===== config.mk =====
export PLATFORM = sky130hd
export DESIGN_NAME = fifo_serial_tx
export DESIGN_NICKNAME = d
export VERILOG_FILES = /design/src/rtl/fifo_tx_pkg.sv /design/src/rtl/fifo_serial_tx_bit_timer.sv /design/src/rtl/fifo_serial_tx.sv
export SDC_FILE = /design/constraint.sdc
export NUM_CORES = 1
export LEC_CHECK = 0
export CAP_MARGIN = 20
export CORE_MARGIN = 3
export CORE_UTILIZATION = 45
export DETAILED_ROUTE_END_ITERATION = 7
export PLACE_DENSITY = 0.7
export SYNTH_ARGS = -nofsm -noshare
export SYNTH_HDL_FRONTEND = slang
export SYNTH_SLANG_ARGS = --single-unit
export TNS_END_PERCENT = 5

===== constraint.sdc =====
create_clock -name clk -period 2.2 [get_ports clk]
set_clock_uncertainty 0.15 [all_clocks]
set_input_delay 0.33 -clock clk [delete_from_list [all_inputs] [get_ports clk]]
set_output_delay 0.33 -clock clk [all_outputs]
set_load 0.01 [all_outputs]

===== src/rtl/fifo_tx_pkg.sv =====
// Shared types and defaults for the FIFO serial drain engine.
// Holds the frame FSM encoding and the line idle level.
package fifo_tx_pkg;

    typedef enum logic [1:0] {
        IDLE  = 2'd0,
        START = 2'd1,
        DATA  = 2'd2,
        STOP  = 2'd3
    } tx_state_t;

    localparam int   DATA_W_DEF     = 4;
    localparam int   BIT_CYCLES_DEF = 4;
    localparam logic IDLE_LEVEL     = 1'b1;

endpackage


===== src/rtl/fifo_serial_tx_bit_timer.sv =====
// Purpose: bit-period counter; 'last' marks the final cycle of each BIT_CYCLES period.
// Latency: restart clears the count on the next edge; 'last' is combinational from the count.
// Backpressure: none, free-running while restart is low.
module bit_timer
    import fifo_tx_pkg::*;
#(
    parameter int BIT_CYCLES = BIT_CYCLES_DEF
) (
    input  logic clk,
    input  logic clr,
    input  logic restart,
    output logic last
);

    localparam int CNT_W = (BIT_CYCLES > 1) ? $clog2(BIT_CYCLES) : 1;
    localparam logic [CNT_W-1:0] CNT_MAX = CNT_W'(BIT_CYCLES - 1);

    logic [CNT_W-1:0] cnt;

    // Wrapping on 'last' restarts the period automatically for back-to-back bits.
    always_ff @(posedge clk) begin
        if (clr || restart || last) begin
            cnt <= '0;
        end else begin
            cnt <= cnt + CNT_W'(1);
        end
    end

    assign last = (cnt == CNT_MAX);

endmodule


===== src/rtl/fifo_serial_tx.sv =====
// Purpose: pops the FIFO head and sends it as start/LSB-first data/stop on tx.
// Latency: start bit begins 1 clk after IDLE sees en=1 and fifo_empty=0; frame is (DATA_W+2)*BIT_CYCLES.
// Backpressure: en and fifo_empty are only sampled in IDLE; a started frame always completes.
module fifo_serial_tx
    import fifo_tx_pkg::*;
#(
    parameter int DATA_W     = DATA_W_DEF,
    parameter int BIT_CYCLES = BIT_CYCLES_DEF
) (
    input  logic              clk,
    input  logic              clr,
    input  logic              en,
    input  logic [DATA_W-1:0] fifo_dout,
    input  logic              fifo_empty,
    output logic              fifo_read,
    output logic              tx,
    output logic              busy,
    output logic [7:0]        frames_sent
);

    localparam int IDX_W = (DATA_W > 1) ? $clog2(DATA_W) : 1;
    localparam logic [IDX_W-1:0] IDX_LAST = IDX_W'(DATA_W - 1);

    tx_state_t         state, state_nxt;
    logic [DATA_W-1:0] shift, shift_nxt, shift_sh;
    logic [IDX_W-1:0]  bit_idx, bit_idx_nxt;
    logic              tx_nxt, busy_nxt, read_nxt;
    logic [7:0]        frames_nxt;
    logic              bit_last;

    // Holding the timer in restart while idle makes every timed state start at count 0.
    bit_timer #(
        .BIT_CYCLES (BIT_CYCLES)
    ) u_bit_timer (
        .clk     (clk),
        .clr     (clr),
        .restart (state == IDLE),
        .last    (bit_last)
    );

    assign shift_sh = shift >> 1;

    always_comb begin
        state_nxt   = state;
        shift_nxt   = shift;
        bit_idx_nxt = '0;
        tx_nxt      = IDLE_LEVEL;
        busy_nxt    = 1'b1;
        read_nxt    = 1'b0;
        frames_nxt  = frames_sent;
        unique case (state)
            IDLE: begin
                busy_nxt = 1'b0;
                if (en && !fifo_empty) begin
                    state_nxt = START;
                    shift_nxt = fifo_dout;
                    read_nxt  = 1'b1;
                    tx_nxt    = ~IDLE_LEVEL;
                    busy_nxt  = 1'b1;
                end
            end
            START: begin
                tx_nxt = ~IDLE_LEVEL;
                if (bit_last) begin
                    state_nxt = DATA;
                    tx_nxt    = shift[0];
                end
            end
            DATA: begin
                tx_nxt      = shift[0];
                bit_idx_nxt = bit_idx;
                if (bit_last) begin
                    if (bit_idx == IDX_LAST) begin
                        state_nxt   = STOP;
                        tx_nxt      = IDLE_LEVEL;
                        bit_idx_nxt = '0;
                    end else begin
                        shift_nxt   = shift_sh;
                        tx_nxt      = shift_sh[0];
                        bit_idx_nxt = bit_idx + IDX_W'(1);
                    end
                end
            end
            STOP: begin
                if (bit_last) begin
                    state_nxt  = IDLE;
                    busy_nxt   = 1'b0;
                    frames_nxt = frames_sent + 8'd1;
                end
            end
            default: begin
                state_nxt = IDLE;
                busy_nxt  = 1'b0;
            end
        endcase
    end

    // A reset mid-frame drops the already-popped word; it is never re-read.
    always_ff @(posedge clk) begin
        if (clr) begin
            state       <= IDLE;
            shift       <= '0;
            bit_idx     <= '0;
            tx          <= IDLE_LEVEL;
            busy        <= 1'b0;
            fifo_read   <= 1'b0;
            frames_sent <= 8'd0;
        end else begin
            state       <= state_nxt;
            shift       <= shift_nxt;
            bit_idx     <= bit_idx_nxt;
            tx          <= tx_nxt;
            busy        <= busy_nxt;
            fifo_read   <= read_nxt;
            frames_sent <= frames_nxt;
        end
    end

endmodule


==> results of run 1 <==
## synthesized netlist by cell type, types with 2 or more instances
cell / number / area share (%)
dfxtp_1: 21 / 40
nor2_1: 12 / 4.3
a21oi_1: 10 / 4.8
ha_1: 8 / 9.5
inv_1: 6 / 2.1
mux2i_1: 6 / 5.7
nand2_1: 5 / 1.8
nand3_1: 4 / 1.9
a311oi_1: 3 / 2.5
nor3_1: 3 / 1.4
xnor2_1: 3 / 2.5
nand2b_1: 2 / 1.2
o21ai_0: 2 / 0.95
or2b_1: 2 / 1.4
or3_1: 2 / 1.2
xor2_1: 2 / 1.7
## registers in the layout (all words and copies together), names as in the netlist
name             cells
bit_idx              2
busy                 1
fifo_read            1
frames_sent          8
shift                4
state                2
tx                   1
u_bit_timer.cnt      2
## report_power, final
part           internal (mW)  switching [mW]  leakage, nW  total (mW)
sequential             0.446          0.0472        0.171       0.493
combinational          0.222           0.228        0.303       0.450
clock                 0.0706           0.107       0.0150       0.177
## stage by stage
stage / area, sq um / hold WS (ps)
3_5_place_dp: 1240 / 272
6_report: 1270 / 288
4_1_cts: 1270 / 288
2_1_floorplan: 1050 / 254
5_1_grt: 1270 / 313
3_3_place_gp: 1240 / 265
## final cells by class
type / count / area share [%]
multi-input cells: 77 / 44.4
repair buffers: 21 / 16.0
well taps: 27 / 2.66
flip-flops and latches: 21 / 33.1
clock buffers: 4 / 2.07
inverters: 6 / 1.77
## kinds of logic (layout without fill, tap and decap cells)
group / after synthesis / after routing / synth area share, %
AND/OR/NAND/NOR: 36 / 36 / 17.9
AO/OA/AOI/OAI: 21 / 21 / 15.4
flip-flops: 21 / 21 / 40.1
buffers and inverters: 11 / 31 / 6.08
adder cells (fa/ha/maj): 8 / 8 / 9.55
multiplexers: 7 / 7 / 6.80
XOR/XNOR: 5 / 5 / 4.18
## final timing paths
path / end / start / cells past startpoint
max: tx / state[0] / 5
min: u_bit_timer.cnt[0] / u_bit_timer.cnt[0] / 1
max reg2reg: tx / state[0] / 5
min reg2reg: u_bit_timer.cnt[0] / u_bit_timer.cnt[0] / 1
## layer usage
metal,vias up,track usage [%],part of all wire (%)
met4,0,3.73,0.63
met1,363,18.9,49
met3,2,5.72,4.1
met5,-,0,0
li1,422,-,-
met2,11,23.7,46
==> impl_metrics.csv, run 1 <==
group,metric,value,unit
outcome,status,"finished, final reports clean",
routing,drt-vias-per-instance,5.12,
clocking,cts_root_buf,"clkbuf_4",
global_route,grt_max_degree,14,
sta,tightest_slew,336,ps
global_route,grt_pass1_vias,736,
layout,fillCellCount,208,
pwr,p_total,1.12,mW
routing,ant_nets,0,
sta,fin_crit_sh,86.6,%
worst_setup_path,startpoint_type,"register",
routing,routed-via-count,798,
layout,multi_input_area,564,sq um
die,core_area,2080,sq um
worst_setup_path,worst_ep_arrival_time,1940,ps
layout,layout.nets,146,
synthesis,yosys.cell_types.count,34,
die,row_count,16,
worst_setup_path,r2r_setup_slack,290,ps
sta,rsz0062_at_grt,"no",
placed_design,place_ws,308,ps
synthesis,synthArstFlopShare,0,%
pwr,power_density,882,nW/um^2
sta,layout_min_cycle_time,1910,ps
synthesis,synth_area,1050,sq um
routing,drc,0,
global_route,grt-ovfl-total,0,
global_route,grtUsageTotal,14.9,%
clocking,cts_resized,0,
hold_path,hold_path.class,"reg2reg",
layout,area_delta_synth_final,21.1,%
worst_setup_path,crit_slowest_cell,"dfxtp_1",
global_route,antenna_found_initial,0,
synthesis,synth-warning-count,0,
synthesis,syn-num-nets,125,
layout,final_util,61.0,%
sta,slew_violations,0,
synthesis,synth-main-ff-cell,"dfxtp_1",
worst_setup_path,slowest_delay,440,ps
layout,drive_gt1_share,9.30,%
clocking,clk_latency,290,ps
sta,hold_viol,0,
sta,setup_violations,0,
global_route,grt_pass1_wl,3110,um
clocking,clkTransAtPathRegs,110,ps
layout,final_common_cell,"dfxtp_1",
clocking,cts_tree,"yes",
die,start_util,50.4,%
worst_setup_path,worstPathBufferInverterCount,1,
layout,stdcell_count,156,
clocking,post_cts_buffers,0,
pwr,leakagePower,0.488,nW
sta,max_freq,0.525,GHz
layout,seq_area,420,sq um
die,ios,19,
worst_setup_path,end_kind,"register",
synthesis,ys_seq_area_share,40.1,%
worst_setup_path,required,2230,ps
routing,wire_per_inst,12.2,um
placed_design,finalWeightedCongestion,0.842,
placed_design,dp_cells,152,
synthesis,synth-seq-cells,21,
synthesis,netlist_instances,109,
synthesis,synth_edf_count,0,
worst_setup_path,worstSetupPathType,"reg2reg",
worst_setup_path,crit_fanout,7,
sta,layout_setup_ws,294,ps
job,cap_violations,0,
routing,first_pass_iters,4,
clocking,holdBufCountCts,0,
worst_setup_path,cp_top_family,"compound AO/OA/AOI/OAI gates",
clocking,cts_sinks,21,
die,die_h,54.3,um
sta,fin_tns_setup,0,ps
clocking,clockBufferDepth,2,
sta,slew_headroom,77.5,%
layout,mostFrequentLayoutCells,"21 x dfxtp_1, 18 x clkdlybuf4s50_1, 12 x nor2_1, 10 x a21oi_1, 8 x ha_1",
placed_design,hpwl,1530,um
layout,antenna_cells,0,
die,die_w,54.3,um
die,floorplan.die_area,2950,sq um
routing,drtIter0Drc,5,
clocking,numCtsBuffers,3,
clocking,h-tree-depth,1,
placed_design,port_buffers,18,
routing,routed_wirelength,1900,um
worst_setup_path,cp_cell_sequence,"inv_1 -> ha_1 -> mux2_2 -> a2111oi_2 -> o21ai_1",
pwr,peakVddDrop,0.547,mV
synthesis,avgSynthCellArea,9.62,sq um
(Power assumes the default switching activity.)
==> run 2, diff against run 1 <==
--- a/config.mk
+++ b/config.mk
@@ -5,9 +5,9 @@
 export SDC_FILE = /design/constraint.sdc
 export NUM_CORES = 1
 export LEC_CHECK = 0
-export CAP_MARGIN = 20
 export CORE_MARGIN = 3
 export CORE_UTILIZATION = 45
+export CTS_CLUSTER_DIAMETER = 200
 export DETAILED_ROUTE_END_ITERATION = 7
 export PLACE_DENSITY = 0.7
 export SYNTH_ARGS = -nofsm -noshare
==> results of run 2 <==
Final layout, timing and power as in run 1 (identical DEF).
==> run 3, diff against run 2 <==
--- a/config.mk
+++ b/config.mk
@@ -6,10 +6,9 @@
 export NUM_CORES = 1
 export LEC_CHECK = 0
 export CORE_MARGIN = 3
-export CORE_UTILIZATION = 45
-export CTS_CLUSTER_DIAMETER = 200
+export CORE_UTILIZATION = 50
 export DETAILED_ROUTE_END_ITERATION = 7
-export PLACE_DENSITY = 0.7
+export PLACE_DENSITY = 0.77
 export SYNTH_ARGS = -nofsm -noshare
 export SYNTH_HDL_FRONTEND = slang
 export SYNTH_SLANG_ARGS = --single-unit
==> run 3 against run 2 <==
- register-to-register slack hardly changed
- via count is 4.3% higher
- sequential power hardly changed
- cell count is 1.3% lower
- critical endpoint unchanged
==> impl_metrics.csv, run 3 (synthesized netlist as in run 1, its figures left out) <==
group,metric,value,unit
sta,max_freq,0.527,GHz
worst_setup_path,crit_fanout,7,
die,row_count,15,
clocking,holdBufCountCts,0,
worst_setup_path,worst_r2r_path_depth,5,
worst_setup_path,r2r_start,"state[0]",
clocking,post_cts_buffers,0,
worst_setup_path,startpoint_type,"register",
pwr,power_density,898,nW/um^2
worst_setup_path,slowest_delay,450,ps
sta,hold_viol,0,
clocking,h-tree-depth,1,
pwr,peakVddDrop,0.592,mV
global_route,antenna_found_initial,0,
sta,rsz0062_at_grt,"no",
placed_design,place_ws,295,ps
pwr,power_frac_comb,40.3,%
global_route,grt_pass1_wl,3510,um
worst_setup_path,crit_slowest_cell,"dfxtp_1",
routing,drt-vias-per-instance,5.40,
die,start_util,56.4,%
pwr,power.switching,0.404,mW
hold_path,min_delay_path_depth,1,
pwr,swShare,35.4,%
routing,drc,0,
layout,drive_gt1_share,10.1,%
clocking,cts_root_buf,"clkbuf_4",
pwr,leakagePower,0.491,nW
placed_design,port_buffers,18,
layout,largest_reg_flops,8,
routing,routed-via-count,832,
sta,tightest_slew,329,ps
worst_setup_path,worst_ep_arrival_time,1940,ps
clocking,clkTransAtPathRegs,120,ps
layout,layout.nets,146,
clocking,numCtsBuffers,3,
job,cap_violations,0,
layout,regMostFlops,"frames_sent",
die,core_area,1860,sq um
sta,fin_crit_sh,86.2,%
worst_setup_path,cp_cell_sequence,"inv_1 -> ha_1 -> mux2_2 -> a2111oi_2 -> o21ai_1",
clocking,cts_sinks,21,
hold_path,hold_path.class,"reg2reg",
pwr,p_int,0.736,mW
layout,fillCellCount,147,
sta,layout_setup_ws,304,ps
worst_setup_path,worstReg2RegEnd,"tx",
outcome,status,"finished, final reports clean",
routing,first_pass_iters,4,
placed_design,hpwl,1470,um
layout,seq_area,420,sq um
routing,ant_nets,0,
layout,antenna_cells,0,
clocking,clk_latency,310,ps
pwr,p_seq_share,43.4,%
worst_setup_path,end_kind,"register",
layout,final_util,68.3,%
placed_design,finalWeightedCongestion,0.746,
routing,drtIter0Drc,15,
layout,mostFrequentLayoutCells,"21 x dfxtp_1, 18 x clkdlybuf4s50_1, 12 x nor2_1, 10 x a21oi_1, 8 x ha_1",
hold_path,whs_endpoint,"u_bit_timer.cnt[0]",
sta,slew_violations,0,
routing,wire_per_inst,12.8,um
worst_setup_path,r2r_setup_slack,300,ps
die,ios,19,
clocking,clockBufferDepth,2,
die,die_w,51.8,um
sta,fin_tns_setup,0,ps
die,floorplan.die_area,2680,sq um
sta,setup_violations,0,
die,die_h,51.8,um
global_route,grt-ovfl-total,0,
global_route,grt_max_degree,22,
clocking,cts_tree,"yes",
layout,area_delta_synth_final,21.0,%
sta,slew_headroom,78.1,%
pwr,pwr-share-clk,16.4,%
routing,routed_wirelength,1980,um
layout,largestRegisters,"frames_sent (8), shift (4)",
global_route,grtUsageTotal,17.6,%
global_route,grt_pass1_vias,811,
clocking,cts_resized,0,
layout,multi_input_area,564,sq um
worst_setup_path,required,2250,ps
layout,final_common_cell,"dfxtp_1",
worst_setup_path,worstSetupPathType,"reg2reg",
hold_path,min-delay-start,"u_bit_timer.cnt[0]",
pwr,p_total,1.14,mW
sta,layout_min_cycle_time,1900,ps
run 3: cell types whose count changed in the layout (fill, tap and decap cells not counted):
cell	previous run	this run
clkbuf_1	1	0
clkinv_2	0	1
run 3: per-stage QoR:
step | hold WS [ps] | instances | instance area, sq um
2_1_floorplan | 254 | 109 | 1050
3_3_place_gp | 269 | 150 | 1240
3_5_place_dp | 273 | 150 | 1240
4_1_cts | 289 | 154 | 1270
5_1_grt | 328 | 154 | 1270
6_report | 288 | 154 | 1270
run 3: layout make-up:
cell class / count / share of cell area [%]
multi-input cells: 77 / 44.5
flip-flops and latches: 21 / 33.1
repair buffers: 21 / 16.0
well taps: 25 / 2.47
clock buffers: 3 / 1.78
inverters: 6 / 1.78
clock inverters: 1 / 0.394
run 3: worst max-delay path, delay by kind of cell (launching register included):
| family | cells | cell delay (ps) |
|---|---|---|
| buf+inv | 1 | 90 |
| compound gates | 2 | 510 |
| fa+ha+maj | 1 | 290 |
| flops | 1 | 450 |
| mux | 1 | 300 |
run 3: worst max path at each step:
stage,depth (start not counted),end,start
2_1_floorplan,6,tx,state[0]
3_3_place_gp,5,state[1],fifo_empty
3_5_place_dp,5,state[0],fifo_empty
4_1_cts,5,tx,state[0]
5_1_grt,5,shift[0],state[0]
6_report,5,tx,state[0]
run 3: per-layer routing:
layer / vias to the layer above / global-route usage [%] / routed length [um] / share of wire [%]
met3: 4 / 3.72 / 82 / 4.1
li1: 423 / - / - / -
met1: 385 / 22.8 / 999 / 51
met4: 0 / 9.17 / 35 / 1.8
met5: - / 0 / 0 / 0
met2: 20 / 27.1 / 859 / 43
run 3: power by group through the flow:
| stage | Combinational [mW] | Sequential, mW | Clock [mW] |
|---|---|---|---|
| after floorplan | 0.352 | 0.497 | 0 |
| after global placement | 0.437 | 0.496 | 0 |
| after detailed placement | 0.449 | 0.501 | 0 |
| after CTS | 0.452 | 0.493 | 0.193 |
| after global routing | 0.502 | 0.502 | 0.206 |
| final | 0.459 | 0.494 | 0.187 |
==> patch 1: new RTL, config.mk and constraints of run 2 <==
Set the package constant `BIT_CYCLES_DEF` to 2 (it was 4).
--- a/src/rtl/fifo_tx_pkg.sv
+++ b/src/rtl/fifo_tx_pkg.sv
@@ -11,5 +11,5 @@
 
     localparam int   DATA_W_DEF     = 4;
-    localparam int   BIT_CYCLES_DEF = 4;
+    localparam int   BIT_CYCLES_DEF = 2;
     localparam logic IDLE_LEVEL     = 1'b1;
 
Check against the original RTL: not equivalent (a bounded check fails within 4 cycles, from zero or initial values).
==> patch 1 against run 2 <==
  * Sequential cell count is 1 lower
  * Maximum frequency up 4.8%
  * Design area fell by 4.3%
  * Area after synthesis fell by 7.9%
  * Non-clock buffer count stayed put
  * Via count decreased by 3.6%
  * Total power rose by 4.6%
  * Worst setup slack improved by 0.088 ns
  * Final cell count shrank 3.8%
  * Combinational power increased by 3%
  * Wire length shrank 5.7%
  * Largest cell class unchanged
  * Highest routed layer unchanged
==> patch 1: results (changes against run 2) <==
** Outcome
- Status :: finished clean

** Power and ir drop
- Leakage component of the power :: 0.486 nW (-0.56%)
- Peak VDD IR :: 0.677 mV (+24%)

** Clocking
- The tree is rooted in a sky130_fd_sc_hd__clkbuf_4.
- Insertion delay of the later-clocked pin in the worst-skew pair :: 0.30 ns
- Buffer levels on the longest clock path :: 2 (unchanged)
- The number of clock buffers inserted by TritonCTS is 3 (unchanged).
- Number of gates resized after cts :: 0 (unchanged)
- The clock-pin slew on the worst setup and hold paths was 0.11 ns (about the same).

** Yosys
- The post-synthesis share of cell area spent on full adders, half adders and majority gates came to 9.07% (-0.48 points).
- Synth Net Count :: 118 (-5.6%)
- Sequential-to-total area share from yosys stat :: 41.5% (+1.4 points)
- The multiplexer share of the synthesized area was 7.77% (+0.97 points).
- After synthesis, the cell types taking the most area are sky130_fd_sc_hd__dfxtp_1 41%, sky130_fd_sc_hd__ha_1 9.1%, sky130_fd_sc_hd__mux2i_1 6.2%.
- Xor and xnor area share after synthesis :: 4.53% (+0.36 points)
- The number of different library cells in the post-synthesis netlist was 28 (-18%).
- The mean instance size in the synthesized netlist came to 9.38 µm² (-2.5%).
- Post-synth top cells :: 20 x sky130_fd_sc_hd__dfxtp_1, 11 x sky130_fd_sc_hd__nor2_1, 10 x sky130_fd_sc_hd__a21oi_1
- The synthesized-area fraction occupied by ao, oa, aoi and oai cells was 15.5% (+0.15 points).

** Route
- The via total after detailed routing is 769 (-3.6%).
- Number of DRC markers after the initial detailed-route iteration :: 17 (+12)
- Avg WL per Cell :: 11.9 µm (-1.9%)
- First-pass detailed-route iteration total :: 2 (-2)

** Setup path
- The number of cells on the worst reg-to-reg path was 6 (+1).
- On the worst path, the slowest cell contributes a delay of 0.43 ns.
- The startpoint identified for the worst register-to-register timing path is state[0]$_SDFFE_PP0P_.
- Register-to-Register Setup Slack :: 0.38 ns (+0.09 ns)
- In this run the critical register-to-register path is captured at shift[0]$_SDFFE_PP0P_.
- The maximum fanout along the worst path came to 8 (+1).

** GRT
- Aggregate global-route resource usage :: 15.0% (+0.095 points)
- Pin count of the biggest net entering global routing :: 12 (-2)
- The number of global-route vias before repair came to 718 (-2.4%).
- First-pass GRT wire length :: 3150 µm (+1.4%)

** Hold path
- The path class of the tightest hold or removal check is flop to flop.
- Worst hold path stage count :: 2 (+1)
- Worst hold path endpoint :: frames_sent[1]$_SDFFE_PP0P_
- In this run the most critical hold path is launched from frames_sent[1]$_SDFFE_PP0P_.

** Placed design
- The detailed placement HPWL was 1390 µm (-9.2%).
- # port buffers :: 18 (unchanged)
- Setup Slack @ Placement :: 0.244 ns (-0.0641 ns)
- Placer's final routability congestion estimate :: 0.810 (-3.7%)

** Layout
- Net count reported at finish :: 139 (-4.8%)
- Layout cell share with drive strength beyond 1 :: 8.94% (-0.36 points)
- The largest registers in the layout are frames_sent x8, shift x4.
- Filler-free cell count of the finished design :: 150 (-3.8%)
- The total of fill cells in the finished design came to 183 (-12%).

** STA
- The normalized max-slew margin came to 74.4% (-3.1 points).
[patch 1: changes by cell type in the layout (fill, tap and decap cells not counted), moves of 2 or more]
cell and change:
sky130_fd_sc_hd__nand2b_1 +2, sky130_fd_sc_hd__nand3_1 -2, sky130_fd_sc_hd__or2b_1 -2, sky130_fd_sc_hd__xnor2_1 -3, sky130_fd_sc_hd__xor2_1 +3
[patch 1: worst max-delay path: cells and delay by family, from the launching register on]
| family | cells | cell delay (ns) |
|---|---|---|
| DFF | 1 | 0.43 |
| and+or+nand+nor | 1 | 0.35 |
| buffers and inverters | 2 | 0.28 |
| adders and majority gates | 1 | 0.27 |
| AOI/OAI and AO/OA | 2 | 0.23 |
[patch 1: area by class of cell]
class / count / area share [%]
flip-flops and latches: 20 / 33.0
clock buffers: 4 / 2.99
well taps: 27 / 2.78
repair buffers: 21 / 16.7
inverters: 5 / 1.54
multi-input cells: 73 / 43.0
[patch 1: how the worst max path moves through the flow]
stage | start | end | slack (ns) | cells past startpoint
after floorplan | state[0]$_SDFFE_PP0P_ | tx$_SDFF_PP1_ | 0.41 | 6
after global placement | fifo_empty | state[1]$_SDFFE_PP0P_ | 0.30 | 5
after detailed placement | fifo_empty | shift[0]$_SDFFE_PP0P_ | 0.24 | 5
after CTS | state[0]$_SDFFE_PP0P_ | frames_sent[7]$_SDFFE_PP0P_ | 0.37 | 5
after global routing | state[0]$_SDFFE_PP0P_ | shift[1]$_SDFFE_PP0P_ | 0.21 | 6
final | state[0]$_SDFFE_PP0P_ | shift[0]$_SDFFE_PP0P_ | 0.38 | 6
[patch 1: stage by stage]
| step | hold slack (ns) | cell area [µm²] |
|---|---|---|
| 6_report | 0.344 | 1210 |
| 5_1_grt | 0.401 | 1210 |
| 4_1_cts | 0.347 | 1210 |
| 3_5_place_dp | 0.330 | 1180 |
| 3_3_place_gp | 0.326 | 1180 |
| 2_1_floorplan | 0.314 | 966 |
[patch 1: logic make-up after synthesis]
family / count (synthesis)
and+or+nand+nor: 33
AOI/OAI and AO/OA: 21
DFF: 20
buffers and inverters: 10
muxes: 7
adders and majority gates: 7
xor gates and xnor gates: 5
[patch 1: routing by layer]
metal  vias up  GRT usage (%)  part of all wire, %
li1        402              -                    -
met1       351           20.6                   48
met2        11           23.3                   47
met3         5           2.85                  3.7
met4         0           5.11                  1.2
met5         -              0                    0
[patch 1: power by group]
part           switching [W]  internal [W]
clock               0.000113      0.000101
combinational       0.000241      0.000223
sequential         0.0000646      0.000430
total               0.000418      0.000754
==> patch 2: new RTL, flow settings as in run 2 <==
Without the edit above. Put one more register stage on the output `tx`. The value now appears one clock later. The other outputs are not delayed to match.
--- a/src/rtl/fifo_serial_tx.sv
+++ b/src/rtl/fifo_serial_tx.sv
@@ -21,4 +21,6 @@
     localparam int IDX_W = (DATA_W > 1) ? $clog2(DATA_W) : 1;
     localparam logic [IDX_W-1:0] IDX_LAST = IDX_W'(DATA_W - 1);
+
+    logic tx_s0;
 
     tx_state_t         state, state_nxt;
@@ -102,5 +104,5 @@
             shift       <= '0;
             bit_idx     <= '0;
-            tx          <= IDLE_LEVEL;
+            tx_s0       <= IDLE_LEVEL;
             busy        <= 1'b0;
             fifo_read   <= 1'b0;
@@ -110,5 +112,5 @@
             shift       <= shift_nxt;
             bit_idx     <= bit_idx_nxt;
-            tx          <= tx_nxt;
+            tx_s0       <= tx_nxt;
             busy        <= busy_nxt;
             fifo_read   <= read_nxt;
@@ -117,4 +119,8 @@
     end
 
+    always_ff @(posedge clk) begin
+        tx <= tx_s0;
+    end
+
 endmodule
 
Function: changed (a bounded check fails within 4 cycles, from zero or initial values).
==> patch 2 against run 2 <==
  * Sequential cell count is 1 higher
  * Combinational power is 2% higher
  * Via count is 6.3% higher
  * Sequential share of layout area is 0.14 points higher
  * Utilization is 1.7 points lower
  * Sequential power is 5.5% higher
  * Area after synthesis is 1.9% higher
  * Total power is 16% higher
  * Worst setup slack worse by 0.028 ns
  * Design area is 4.3% higher
  * Wire length is 16% higher
  * Maximum frequency is 1.5% lower
  * Critical path type unchanged
  * Highest routed layer unchanged
==> patch 2: results (changes against run 2) <==
** Outcome
- Status :: finished clean

** Yosys
- Top flip-flop cell by instance count after synthesis :: sky130_fd_sc_hd__dfxtp_1
- In the post-synthesis netlist, the biggest area contributors are sky130_fd_sc_hd__dfxtp_1 41%, sky130_fd_sc_hd__ha_1 9.4%, sky130_fd_sc_hd__mux2i_1 5.6%.
- The post-synthesis net count came to 126 (+0.80%).
- The sequential fraction of the synthesis area came to 41.2% (+1.1 points).
- Post-synthesis async set-or-reset flop share :: 0% (unchanged)
- Share of synthesized area spent on multiplexers :: 6.67% (-0.13 points)
- The post-synthesis share of cell area spent on full adders, half adders and majority gates came to 9.37% (-0.18 points).
- The xor and xnor fraction of the mapped netlist area is 4.10% (-0.078 points).
- Post-synth cell types :: 34 (unchanged)
- Post-synth top cells :: 22 x sky130_fd_sc_hd__dfxtp_1, 12 x sky130_fd_sc_hd__nor2_1, 10 x sky130_fd_sc_hd__a21oi_1
- The synthesized-area fraction occupied by ao, oa, aoi and oai cells is 15.1% (-0.29 points).

** Layout
- The net total in the final layout was 148 (+1.4%).
- Layout cell share with drive strength beyond 1 :: 10.7% (+1.4 points)

** Power and ir drop
- Leakage component of the power :: 0.515 nW (+5.3%)
- Peak VDD IR :: 0.535 mV (-2.1%)

** STA
- The normalized max-slew margin came to 74.0% (-3.5 points).

** GRT
- The number of global-route vias before repair is 815 (+11%).
- Aggregate global-route resource usage :: 16.7% (+1.8 points)
- The global-route wire length before repair is 3530 µm (+13%).

** Setup path
- In this design, the largest share of critical-path delay is due to flip-flops.
- Number of cells on the worst reg-to-reg path :: 7 (+2)
- Top fanout value on the critical path :: 8 (+1)
- Register-to-Register Setup Slack :: 0.27 ns (-0.03 ns)
- Worst EP arrival :: 2.01 ns (+0.07 ns)
- The worst register-to-register path ends at state[0]$_SDFFE_PP0P_.
- Critical path's largest stage delay :: 0.38 ns (-0.06 ns)

** Clocking
- Insertion delay of the later-clocked pin in the worst-skew pair :: 0.32 ns (+0.03 ns)
- The clock-pin slew on the worst setup and hold paths came to 0.13 ns (+0.02 ns).

** Placed design
- The last weighted congestion value of the routability-driven placer is 0.790 (-6.1%).
- Total half-perimeter wirelength after legalization and detailed placement :: 1660 µm (+8.7%)

** Hold path
- The number of instances on the worst hold path came to 0 (-1).
- Hold Path Origin :: tx_s0$_SDFF_PP1_
- Worst hold path endpoint :: tx$_DFF_P_

** Route
- Via-to-Cell Ratio :: 5.33 (+4.3%)
- The initial detailed-routing violation count came to 9 (+4).
- The sum of routed wire length over all layers came to 2190 µm (+16%).
-- patch 2: cells by family (layout without fill, tap and decap cells) --
logic type               Yosys count  after routing
multiplexers                       7              7
flip-flops                        22             22
AO/OA/AOI/OAI                     21             21
adder cells (fa/ha/maj)            8              8
XOR/XNOR                           5              5
AND/OR/NAND/NOR                   36             36
buffers and inverters             11             32
-- patch 2: where the power goes --
group	total (W)	switching, W	internal (W)
sequential	0.000520	0.0000500	0.000470
combinational	0.000459	0.000234	0.000225
clock	0.000318	0.000134	0.000184
-- patch 2: cell type report --
type                    count  area [µm²]
well taps                  28        35.0
multi-input cells          77         564
repair buffers             22         210
inverters                   6        22.5
clock inverters             1        30.0
clock buffers               3        22.5
fillers                   204         908
flip-flops and latches     22         440
-- patch 2: metal layers --
| layer | global-route usage (%) | vias to the layer above | wire length (µm) |
|---|---|---|---|
| met5 | 0 | - | 0 |
| li1 | - | 429 | - |
| met1 | 21.0 | 399 | 997 |
| met2 | 27.4 | 16 | 1080 |
| met4 | 8.71 | 0 | 38 |
| met3 | 2.45 | 4 | 80 |
-- patch 2: metrics by stage --
stage / hold WS [ns] / setup WS (ns) / area (µm²) / std cells
floorplan: 0.160 / 0.459 / 1070 / 110
global placement: 0.166 / 0.339 / 1270 / 155
detailed placement: 0.176 / 0.315 / 1270 / 155
CTS: 0.204 / 0.296 / 1330 / 159
global route: 0.212 / 0.172 / 1330 / 159
finish: 0.200 / 0.266 / 1330 / 159
-- patch 2: worst max-delay path by stage --
| stage | start | to | slack (ns) |
|---|---|---|---|
| 2_1_floorplan | state[0]$_SDFFE_PP0P_ | tx_s0$_SDFF_PP1_ | 0.46 |
| 3_3_place_gp | fifo_empty | state[0]$_SDFFE_PP0P_ | 0.34 |
| 3_5_place_dp | fifo_empty | state[0]$_SDFFE_PP0P_ | 0.31 |
| 4_1_cts | state[0]$_SDFFE_PP0P_ | state[0]$_SDFFE_PP0P_ | 0.30 |
| 5_1_grt | state[0]$_SDFFE_PP0P_ | state[0]$_SDFFE_PP0P_ | 0.17 |
| 6_report | state[0]$_SDFFE_PP0P_ | state[0]$_SDFFE_PP0P_ | 0.27 |
-- patch 2: worst reg2reg max path: stages, from the launching register on --
cell                       delay [ns]
sky130_fd_sc_hd__dfxtp_1         0.38
sky130_fd_sc_hd__inv_1           0.11
sky130_fd_sc_hd__ha_1            0.34
sky130_fd_sc_hd__buf_4           0.21
sky130_fd_sc_hd__or2b_1          0.23
sky130_fd_sc_hd__o221ai_1        0.12
sky130_fd_sc_hd__mux2i_1         0.24
sky130_fd_sc_hd__nor2_1          0.06
